--- src/rtl/mem_port_arbiter_if.sv ---
// Memory-port arbitration bundle between the two requesters and the arbiter.
// master: requester side (drives I_REQ); slave: arbiter side (drives grants).
interface mem_port_arbiter_if;
  logic [1:0] I_REQ;
  logic [1:0] O_GNT;
  logic       O_SEL;
  logic       O_BUSY;
  logic       O_PREEMPT;

  modport master (
    output I_REQ,
    input  O_GNT,
    input  O_SEL,
    input  O_BUSY,
    input  O_PREEMPT
  );

  modport slave (
    input  I_REQ,
    output O_GNT,
    output O_SEL,
    output O_BUSY,
    output O_PREEMPT
  );
endinterface

--- src/rtl/mem_port_arbiter.sv ---
// Round-robin arbiter sharing one 16-bit memory port between instruction
// fetch (requester 0) and load/store (requester 1). Grant is registered and
// decoded from the state register.
// Optional feature: define ARB_TIMEOUT_EN to build the hold-limit counter that
// revokes a grant after MAX_HOLD cycles while the other requester waits.
//
// state | meaning
// IDLE  | no grant, port select holds last grantee
// GNT0  | requester 0 owns the port
// GNT1  | requester 1 owns the port
module mem_port_arbiter #(
  parameter int MAX_HOLD = 8,
  parameter int CNT_W    = 4
) (
  input  logic               I_CLK,
  input  logic               I_RESET,
  mem_port_arbiter_if.slave  bus
);

  typedef enum logic [1:0] {
    IDLE = 2'b00,
    GNT0 = 2'b01,
    GNT1 = 2'b10
  } state_t;

  // Reject parameter sets the hold counter cannot represent.
  if (MAX_HOLD < 2 || MAX_HOLD > 15 || (1 << CNT_W) <= MAX_HOLD) begin : g_param_check
    $error("mem_port_arbiter: illegal MAX_HOLD/CNT_W combination");
  end

  state_t r_state;
  state_t w_next;
  logic   r_last;
  logic   r_sel;
  logic   w_entry;
  logic   w_new_idx;
  logic   w_timeout;

  assign w_entry   = (w_next != IDLE) && (w_next != r_state);
  assign w_new_idx = (w_next == GNT1);

`ifdef ARB_TIMEOUT_EN
  logic [CNT_W-1:0] r_cnt;
  logic             r_preempt;
  logic             w_other;

  // The waiting requester is the one opposite the current grantee.
  assign w_other   = (r_state == GNT0) ? bus.I_REQ[1] : bus.I_REQ[0];
  // Holder still wants the port but the other side has waited long enough.
  assign w_timeout = (r_state != IDLE) && (bus.I_REQ == 2'b11) &&
                     (r_cnt == CNT_W'(MAX_HOLD - 1));

  // Hold counter: restarts on each new grant, counts only while the other side waits.
  always_ff @(posedge I_CLK or posedge I_RESET) begin
    if (I_RESET) begin
      r_cnt <= '0;
    end else if (w_entry) begin
      r_cnt <= '0;
    end else if (r_state != IDLE && w_other) begin
      if (r_cnt != CNT_W'(MAX_HOLD)) r_cnt <= r_cnt + CNT_W'(1);
    end else begin
      r_cnt <= '0;
    end
  end

  // Preempt pulse lines up with the first cycle of the replacement grant.
  always_ff @(posedge I_CLK or posedge I_RESET) begin
    if (I_RESET) r_preempt <= 1'b0;
    else         r_preempt <= w_timeout;
  end

  assign bus.O_PREEMPT = r_preempt;
`else
  assign w_timeout     = 1'b0;
  assign bus.O_PREEMPT = 1'b0;
`endif

  // Next-state logic: round-robin on ties, direct hand-over without an idle bubble.
  always_comb begin
    w_next = r_state;
    case (r_state)
      IDLE: begin
        case (bus.I_REQ)
          2'b01:   w_next = GNT0;
          2'b10:   w_next = GNT1;
          2'b11:   w_next = r_last ? GNT0 : GNT1;
          default: w_next = IDLE;
        endcase
      end
      GNT0: begin
        if (!bus.I_REQ[0])  w_next = bus.I_REQ[1] ? GNT1 : IDLE;
        else if (w_timeout) w_next = GNT1;
      end
      GNT1: begin
        if (!bus.I_REQ[1])  w_next = bus.I_REQ[0] ? GNT0 : IDLE;
        else if (w_timeout) w_next = GNT0;
      end
      default: w_next = IDLE;
    endcase
  end

  // State register; async reset drops the grant immediately.
  always_ff @(posedge I_CLK or posedge I_RESET) begin
    if (I_RESET) r_state <= IDLE;
    else         r_state <= w_next;
  end

  // Priority pointer and mux select move only when a new grant bit rises.
  always_ff @(posedge I_CLK or posedge I_RESET) begin
    if (I_RESET) begin
      r_last <= 1'b1;
      r_sel  <= 1'b0;
    end else if (w_entry) begin
      r_last <= w_new_idx;
      r_sel  <= w_new_idx;
    end
  end

  assign bus.O_GNT  = {r_state == GNT1, r_state == GNT0};
  assign bus.O_SEL  = r_sel;
  assign bus.O_BUSY = (r_state != IDLE);

endmodule

--- src/flat_wrapper.sv ---
// flat-port wrapper written by rule: the top's interface ports become plain ports
module mem_port_arbiter_flat 
#(
  parameter int MAX_HOLD = 8,
  parameter int CNT_W    = 4
)
  (I_CLK, I_RESET, bus_I_REQ, bus_O_GNT, bus_O_SEL, bus_O_BUSY, bus_O_PREEMPT);
  mem_port_arbiter_if bus_i ();
  input  logic I_CLK;
  input  logic I_RESET;
  input wire logic [$bits(bus_i.I_REQ)-1:0] bus_I_REQ;
  output wire logic [$bits(bus_i.O_GNT)-1:0] bus_O_GNT;
  output wire logic [$bits(bus_i.O_SEL)-1:0] bus_O_SEL;
  output wire logic [$bits(bus_i.O_BUSY)-1:0] bus_O_BUSY;
  output wire logic [$bits(bus_i.O_PREEMPT)-1:0] bus_O_PREEMPT;
  assign bus_i.I_REQ = bus_I_REQ;
  assign bus_O_GNT = bus_i.O_GNT;
  assign bus_O_SEL = bus_i.O_SEL;
  assign bus_O_BUSY = bus_i.O_BUSY;
  assign bus_O_PREEMPT = bus_i.O_PREEMPT;
  mem_port_arbiter #(.MAX_HOLD(MAX_HOLD), .CNT_W(CNT_W)) u_core (.I_CLK(I_CLK), .I_RESET(I_RESET), .bus(bus_i));
endmodule
--- config.mk ---
export PLATFORM = sky130hd
export DESIGN_NAME = mem_port_arbiter_flat
export DESIGN_NICKNAME = d
export VERILOG_FILES = /design/src/rtl/mem_port_arbiter_if.sv /design/src/rtl/mem_port_arbiter.sv /design/src/flat_wrapper.sv
export SDC_FILE = /design/constraint.sdc
export NUM_CORES = 1
export LEC_CHECK = 0
export BUFFER_PORTS_ARGS = -buffer_cell sky130_fd_sc_hd__buf_2
export CORE_AREA = 2 2 39 41
export CTS_BUF_LIST = sky130_fd_sc_hd__clkbuf_4 sky130_fd_sc_hd__clkbuf_8
export CTS_CLUSTER_SIZE = 30
export DETAILED_ROUTE_END_ITERATION = 6
export DIE_AREA = 0 0 41 43
export GPL_TIMING_DRIVEN = 0
export MAX_ROUTING_LAYER = met4
export SYNTH_ARGS = -nofsm -noshare
export SYNTH_HDL_FRONTEND = slang
export SYNTH_SLANG_ARGS = --single-unit
export TNS_END_PERCENT = 50
--- constraint.sdc ---
create_clock -name I_CLK -period 1.1 [get_ports I_CLK]
set_input_delay 0.22 -clock I_CLK [delete_from_list [all_inputs] [get_ports I_CLK]]
set_output_delay 0.22 -clock I_CLK [all_outputs]
set_load 0.005 [all_outputs]
==> summary.txt, run 1 <==
Placement
  – Post-Place Setup Slack: 22.73 ps
  – Final Wtd Congestion: around 0.63
  – HPWL after detailed placement: 345.1 microns
  – IO buf count: 7
  – Placed insts: 48

CTS
  – CTS tree: built
  – Worst-Skew Late Latency: 240 ps
  – Root cell of the clock tree: clkbuf_4
  – Clock buffer depth: 2
  – H-Tree Depth: 1
  – CTS buffer count: 3
  – Clock Sinks: 4
  – Worst-path clk slew: roughly 40 ps

Finish
  – Share of cells above drive strength 1: 0.5500
  – Fin nets: between 40 and 50
  – Finished Layout Cells: 56
  – ANT cells: 0
  – Final core occ: 0.2550
  – P&R area growth vs syn: 62.07%

Critical path
  – Cell depth of the worst setup path: 2
  – Critical Path End Type: primary output
  – WS Path Type: flip-flop to primary output
  – R2r endpoint: u_core.bus.O_SEL
  – Crit-path slowest cell: dfrtp_2
  – Worst Path Buf+Inv: 1
  – Crit-path max FO: 3
  – Worst Reg-to-Reg Cells: 4
  – Ordered list of cells on the worst path: or2_4, buf_6
  – R2R Path Start: u_core.r_state[1]
  – Reg2Reg Setup Slack: about 10 ps
  – Setup crit start kind: flip-flop
  – CP top delay family: flip-flops
  – CP arrival: 1000 ps
  – Req. time, crit path: roughly 900 ps
  – Worst path max stage delay: ~400 ps

STA
  – Final Max Tran Viols: 0
  – Final hold vios: 0
  – Post-layout min period: approximately 1200 ps
  – RSZ-0062 raised after global routing: yes
  – Setup ws final: -117.6 ps
  – Max Clk Rate: 821.3 MHz
  – Final Cycle Share: 1.107
  – Setup violations, final: 3
  – Hold slack final: between 200 and 250 ps
  – Clock Skews: 7.984 ps
  – Total negative slack: -314.6 ps

Routing
  – Avg WL per Cell: 8.679 microns
  – Drt drc: 0
  – Initial DRT Pass Iterations: 2
  – Final ANT Viol Nets: 0
  – Vias per cell: 3.643
  – Vias: approximately 200
  – Routed Wire Length: between 400 and 500 microns
  – Number of DRC markers in iteration 0: 1

Floorplanning
  – Die area: around 1800 sq um
  – Die height: 43 microns
  – Die width: roughly 40 microns
  – IO Pins: 9
  – Initial Util: 0.1573
  – Core area: ~1400 sq um
  – Standard-cell rows: 14

Power and ir drop
  – PwrDens: about 1700 nW/um^2
  – Worst vdd ir: 0.4886 mV
  – Leak Pwr: between 0.00015 and 0.0002 uW

Synthesis
  – Yosys reg bits: 4
  – Largest area contributor in the netlist: dfrtp_1
  – Seq/Total Area, Yosys: 0.4655
  – Share of the synthesized area in the top cell type: 0.3448
  – Largest family of logic cells by synthesized area: simple AND/OR/NAND/NOR gates
  – Area share of fa/ha/maj cells after synthesis: 0
  – Simple logic cell fraction of the synthesized area: 0.2701
  – Synth Instances: 25
  – Avg Cell Area, Syn: roughly 8.7 sq um
  – Mapped cell area: roughly 220 sq um
  – Post-synthesis mux area share: 0
  – Synth Warn #: 0
  – Unique masters post-synth: 19
  – Post-synthesis compound-gate area fraction: 0.1782
  – Net Count, Synth: 29
  – XOR/XNOR Fraction of Synth Area: 0
  – Top post-synthesis cells by area: dfrtp_1 34%, dfstp_2 12%, nor3b_2 5.7%

Job
  – Max-cap violations: 0

Run status
  – Failing checks: negative setup slack
  – Status: finished, violations left

Min path
  – Hold Crit Depth: 2
  – Worst Hold End: u_core.r_state[1]
  – Hold wc startpoint: bus_I_REQ[1]
  – HP Class: primary input to flip-flop

GRT
  – GRT Max-Usage Layer: met1
  – Largest net degree at the start of global routing: 6
  – Initial antenna violation count: 0
  – GRT overflow: 0
  – First-pass GRT wire length: approximately 810 microns
  – Met3 Resource Use GR: 0.03141
  – Global-route usage over all layers: 0.07637
  – Grt met1 use: 0.09416
  – Met2 Use GR: 0.08438
  – Vias in the first global route: between 200 and 250
==> what timing repair did <==
item | in CTS | in global routing
pin swaps | 1 | 0
hold endpoints to repair | 3 | 0
hold buffers | 1 | 0
setup buffers | 2 | 1
endpoints found under the setup margin | 3 | 3
resized for setup | 6 | 0
==> per-layer routing <==
| metal | vias up | routed length [microns] | share of wire |
|---|---|---|---|
| met1 | 84 | 226 | 0.47 |
| met5 | - | 0 | 0 |
| met2 | 8 | 211 | 0.43 |
| li1 | 110 | - | - |
| met3 | 2 | 42 | 0.086 |
| met4 | 0 | 6 | 0.012 |
==> how the worst max path moves through the flow <==
stage	startpoint	to	slack [ps]
2_1_floorplan	u_core.r_state[1]	bus_O_BUSY	160
3_3_place_gp	u_core.r_state[1]	bus_O_BUSY	30
3_5_place_dp	u_core.r_state[1]	bus_O_BUSY	20
4_1_cts	u_core.r_state[0]	bus_O_BUSY	-130
5_1_grt	u_core.r_state[1]	bus_O_GNT[0]	-170
6_report	u_core.r_state[0]	bus_O_BUSY	-120
==> power by group <==
group | leakage, uW | internal [uW] | switching [uW]
sequential | 0.0000443 | 185 | 24.2
clock | 0.0000184 | 161 | 60.5
combinational | 0.000107 | 103 | 77.9
==> logic make-up (layout without fill, tap and decap cells) <==
group,after synthesis,in the layout
buffers and inverters,3,18
DFF,4,4
AOI/OAI and AO/OA,7,7
and+or+nand+nor,10,10
other,1,1
==> Yosys cell counts <==
cell type	count
buf_4	1
conb_1	1
and2_1	1
o22ai_1	1
nor2_2	1
o21ai_0	2
o21ai_1	2
nor2b_1	1
inv_2	1
dfstp_2	1
dfrtp_1	3
o21a_1	1
nand2b_1	1
inv_1	1
nor2_1	2
a21oi_1	1
or2_2	1
nor3b_2	1
nand2_1	2
==> through the flow <==
step,cell area [sq um],total power (uW)
after floorplan,217.7,290.8
after global routing,352.8,666.2
after global placement,272.8,337.1
final,352.8,611.1
after detailed placement,272.8,341.5
after CTS,345.3,617.8
==> sequential cells by signal (all words and copies together) (netlist names) <==
signal,flops
u_core.r_state,2
u_core.bus.O_SEL,1
u_core.r_last,1
==> final cells by class <==
type / instances / area [sq um]
Buffer: 1 / 7.507
Multi-Input combinational cell: 18 / 103.9
Clock buffer: 4 / 30.03
Fill cell: 158 / 1031
Inverter: 2 / 10.01
Timing Repair Buffer: 11 / 77.57
Tap cell: 16 / 20.02
Sequential cell: 4 / 103.9
==> layout by cell type (no fill, tap or decap), types with 2 or more instances in the layout <==
master	count
buf_2	6
clkbuf_4	4
buf_4	3
o21ai_0	2
nand2_1	2
o21ai_1	2
nor2_1	2
buf_6	2
dfrtp_2	2
Power figures use the tool's default switching activity.
==> inputs of run 2 (changes only) <==
clock period = 1.5 ns   (was 1.1 ns; I/O delays follow)
==> run 2 against run 1 <==
  * Clock-buffer cell count is the same
  * Core utilization shrank 2.9 points
  * Wire length shrank 11%
  * Via count shrank 8.3%
  * The run now ends clean
  * Final cell count shrank 5.4%
  * Register-to-register slack gained 480 ps
  * Sequential power shrank 24%
  * Sequential cell count is the same
==> summary.txt, run 2 (synthesized netlist as in run 1, its figures left out) <==
Routing
  – Vias per cell: 3.528 (-3.1%)
  – M1 WL: 209 microns (-7.5%)
  – Met2 Routed Length: 171 microns (-19%)
  – Routed Wire Length: 434 microns (-11%)
  – Initial DRT Pass Iterations: 2 (unchanged)
  – Number of DRC markers in iteration 0: 1 (unchanged)
  – DR top layer: met4
  – Final ANT Viol Nets: 0 (unchanged)
  – Avg WL per Cell: 8.189 microns (-5.6%)
  – DR WL met3: 46 microns (+9.5%)
  – Vias: 187 (-8.3%)
  – Drt drc: 0 (unchanged)

Critical path
  – CP arrival: 1100 ps (+100 ps)
  – CP top delay family: flip-flops
  – Reg2Reg Setup Slack: 490 ps (+480 ps)
  – Setup crit start kind: flip-flop
  – Crit-path max FO: 6 (+3)
  – Worst Path Buf+Inv: 1 (unchanged)
  – WS Path Type: flip-flop to primary output
  – Req. time, crit path: 1200 ps (+320 ps)
  – Critical Path End Type: primary output
  – Crit-path slowest cell: dfrtp_1
  – Worst path max stage delay: 430 ps (+30 ps)
  – Ordered list of cells on the worst path: or2_2, buf_2

Job
  – Max-cap violations: 0 (unchanged)

Finish
  – Most frequent cells in the layout: 7 x buf_2, 4 x clkbuf_4, 3 x dfrtp_1
  – Most flop-heavy register: u_core.r_state
  – Area of the multi-input gates: 101.3 sq um (-2.4%)
  – Most common cell after layout, fill and taps aside: buf_2
  – Fillers: 157 (-0.63%)
  – Sequential Area: 101.3 sq um (-2.4%)
  – Final core occ: 0.2260 (-0.02893)
  – Share of cells above drive strength 1: 0.4595 (-0.09054)
  – P&R area growth vs syn: 43.68%
  – Number of flip-flops in the largest register: 2 (unchanged)
  – ANT cells: 0 (unchanged)
  – Fin nets: 42 (-6.7%)
  – Finished Layout Cells: 53 (-5.4%)

Floorplanning
  – Die height: 43 microns (unchanged)
  – Die width: 41 microns (unchanged)
  – Die area: 1763 sq um (unchanged)
  – Core area: 1384 sq um (unchanged)
  – Standard-cell rows: 14 (unchanged)
  – IO Pins: 9 (unchanged)
  – Initial Util: 0.1573 (unchanged)

STA
  – RSZ-0062 raised after global routing: no
  – Setup violations, final: 0 (-3)
  – Clock Skews: 7.899 ps (-0.08546 ps)
  – Final hold vios: 0 (unchanged)
  – Max Clk Rate: between 700 and 800 MHz
  – Final Cycle Share: 0.9348
  – Total negative slack: 0 ps (+314.6 ps)
  – Post-layout min period: 1402 ps
  – Final Max Tran Viols: 0 (unchanged)
  – Hold slack final: 336.3 ps (+86.73 ps)

Min path
  – HP Class: primary input to flip-flop

Placement
  – IO buf count: 7 (unchanged)
  – Final Wtd Congestion: 0.6263 (unchanged)
  – HPWL after detailed placement: 345.1 microns (unchanged)
  – Placed insts: 48 (unchanged)

GRT
  – First-pass GRT wire length: 717 microns (-12%)
  – GRT overflow: 0 (unchanged)
  – Global-route usage over all layers: 0.06921 (-0.007153)
  – Vias in the first global route: 177 (-13%)
  – Initial antenna violation count: 0 (unchanged)
  – Largest net degree at the start of global routing: 8 (+2)

Power and ir drop
  – Leak Pwr: 0.0001531 uW (-9.9%)
  – PwrDens: 1316 nW/um^2 (-24%)
  – Worst vdd ir: 0.3477 mV (-29%)

CTS
  – Clock Sinks: 4 (unchanged)
  – CTS tree: built
  – Worst-path clk slew: 40 ps (about the same)
  – Post-cts sizing count: 0 (-6)
  – Clock buffer depth: 2 (unchanged)
  – Worst-Skew Late Latency: 230 ps (about the same)
  – Root cell of the clock tree: clkbuf_4
  – H-Tree Depth: 1 (unchanged)
  – CTS buffer count: 3 (unchanged)

Run status
  – Status: completed
==> run 2: cell count changes in the layout (fill, tap and decap cells not counted), moves of 2 or more <==
cell,before,now
buf_6,2,0
dfrtp_1,1,3
buf_4,3,1
dfrtp_2,2,0
==> run 2: timing repair <==
| item | CTS | global route |
|---|---|---|
| endpoints found under the hold margin | 3 | 0 |
| setup buffers | 0 | 0 |
| hold buffers | 1 | 0 |
==> run 2: where the power goes <==
| part | switching [uW] | total (uW) | internal (uW) |
|---|---|---|---|
| clock | 44.3 | 162 | 118 |
| combinational | 41.4 | 90.3 | 48.9 |
| sequential | 25.2 | 159 | 134 |
| total | 111 | 412 | 301 |
==> run 2: worst paths after layout <==
path,startpoint,end,cells after the start
setup reg to reg,u_core.r_last,u_core.bus.O_SEL,3
hold / removal,bus_I_REQ[1],u_core.r_state[1],2
max in group asynchronous,I_RESET,u_core.r_last,3
hold reg to reg,u_core.bus.O_SEL,u_core.bus.O_SEL,2
min in group asynchronous,I_RESET,u_core.r_state[1],3
setup / recovery,u_core.r_state[1],bus_O_BUSY,2
==> run 2: per-layer routing <==
metal | GRT usage | vias up
li1 | - | 103
met1 | 0.08795 | 74
met2 | 0.06875 | 8
met3 | 0.03141 | 2
met4 | 0.08000 | 0
met5 | - | -
==> run 2: final cells by class <==
type | instances | area share
buffer | 1 | 0.02400
clock buffer | 4 | 0.09600
inverter | 2 | 0.02400
multi-input combinational | 18 | 0.3240
sequential | 4 | 0.3240
tap | 16 | 0.06400
timing repair buffer | 8 | 0.1440
==> run 2: per-stage QoR <==
step	area [sq um]	total power [uW]	worst slack (ps)
CTS	312.8	423.2	79.60
floorplan	217.7	213.2	478.4
global route	312.8	448.3	24.21
global placement	272.8	247.2	352.2
detailed placement	272.8	250.5	342.7
finish	312.8	411.5	97.83
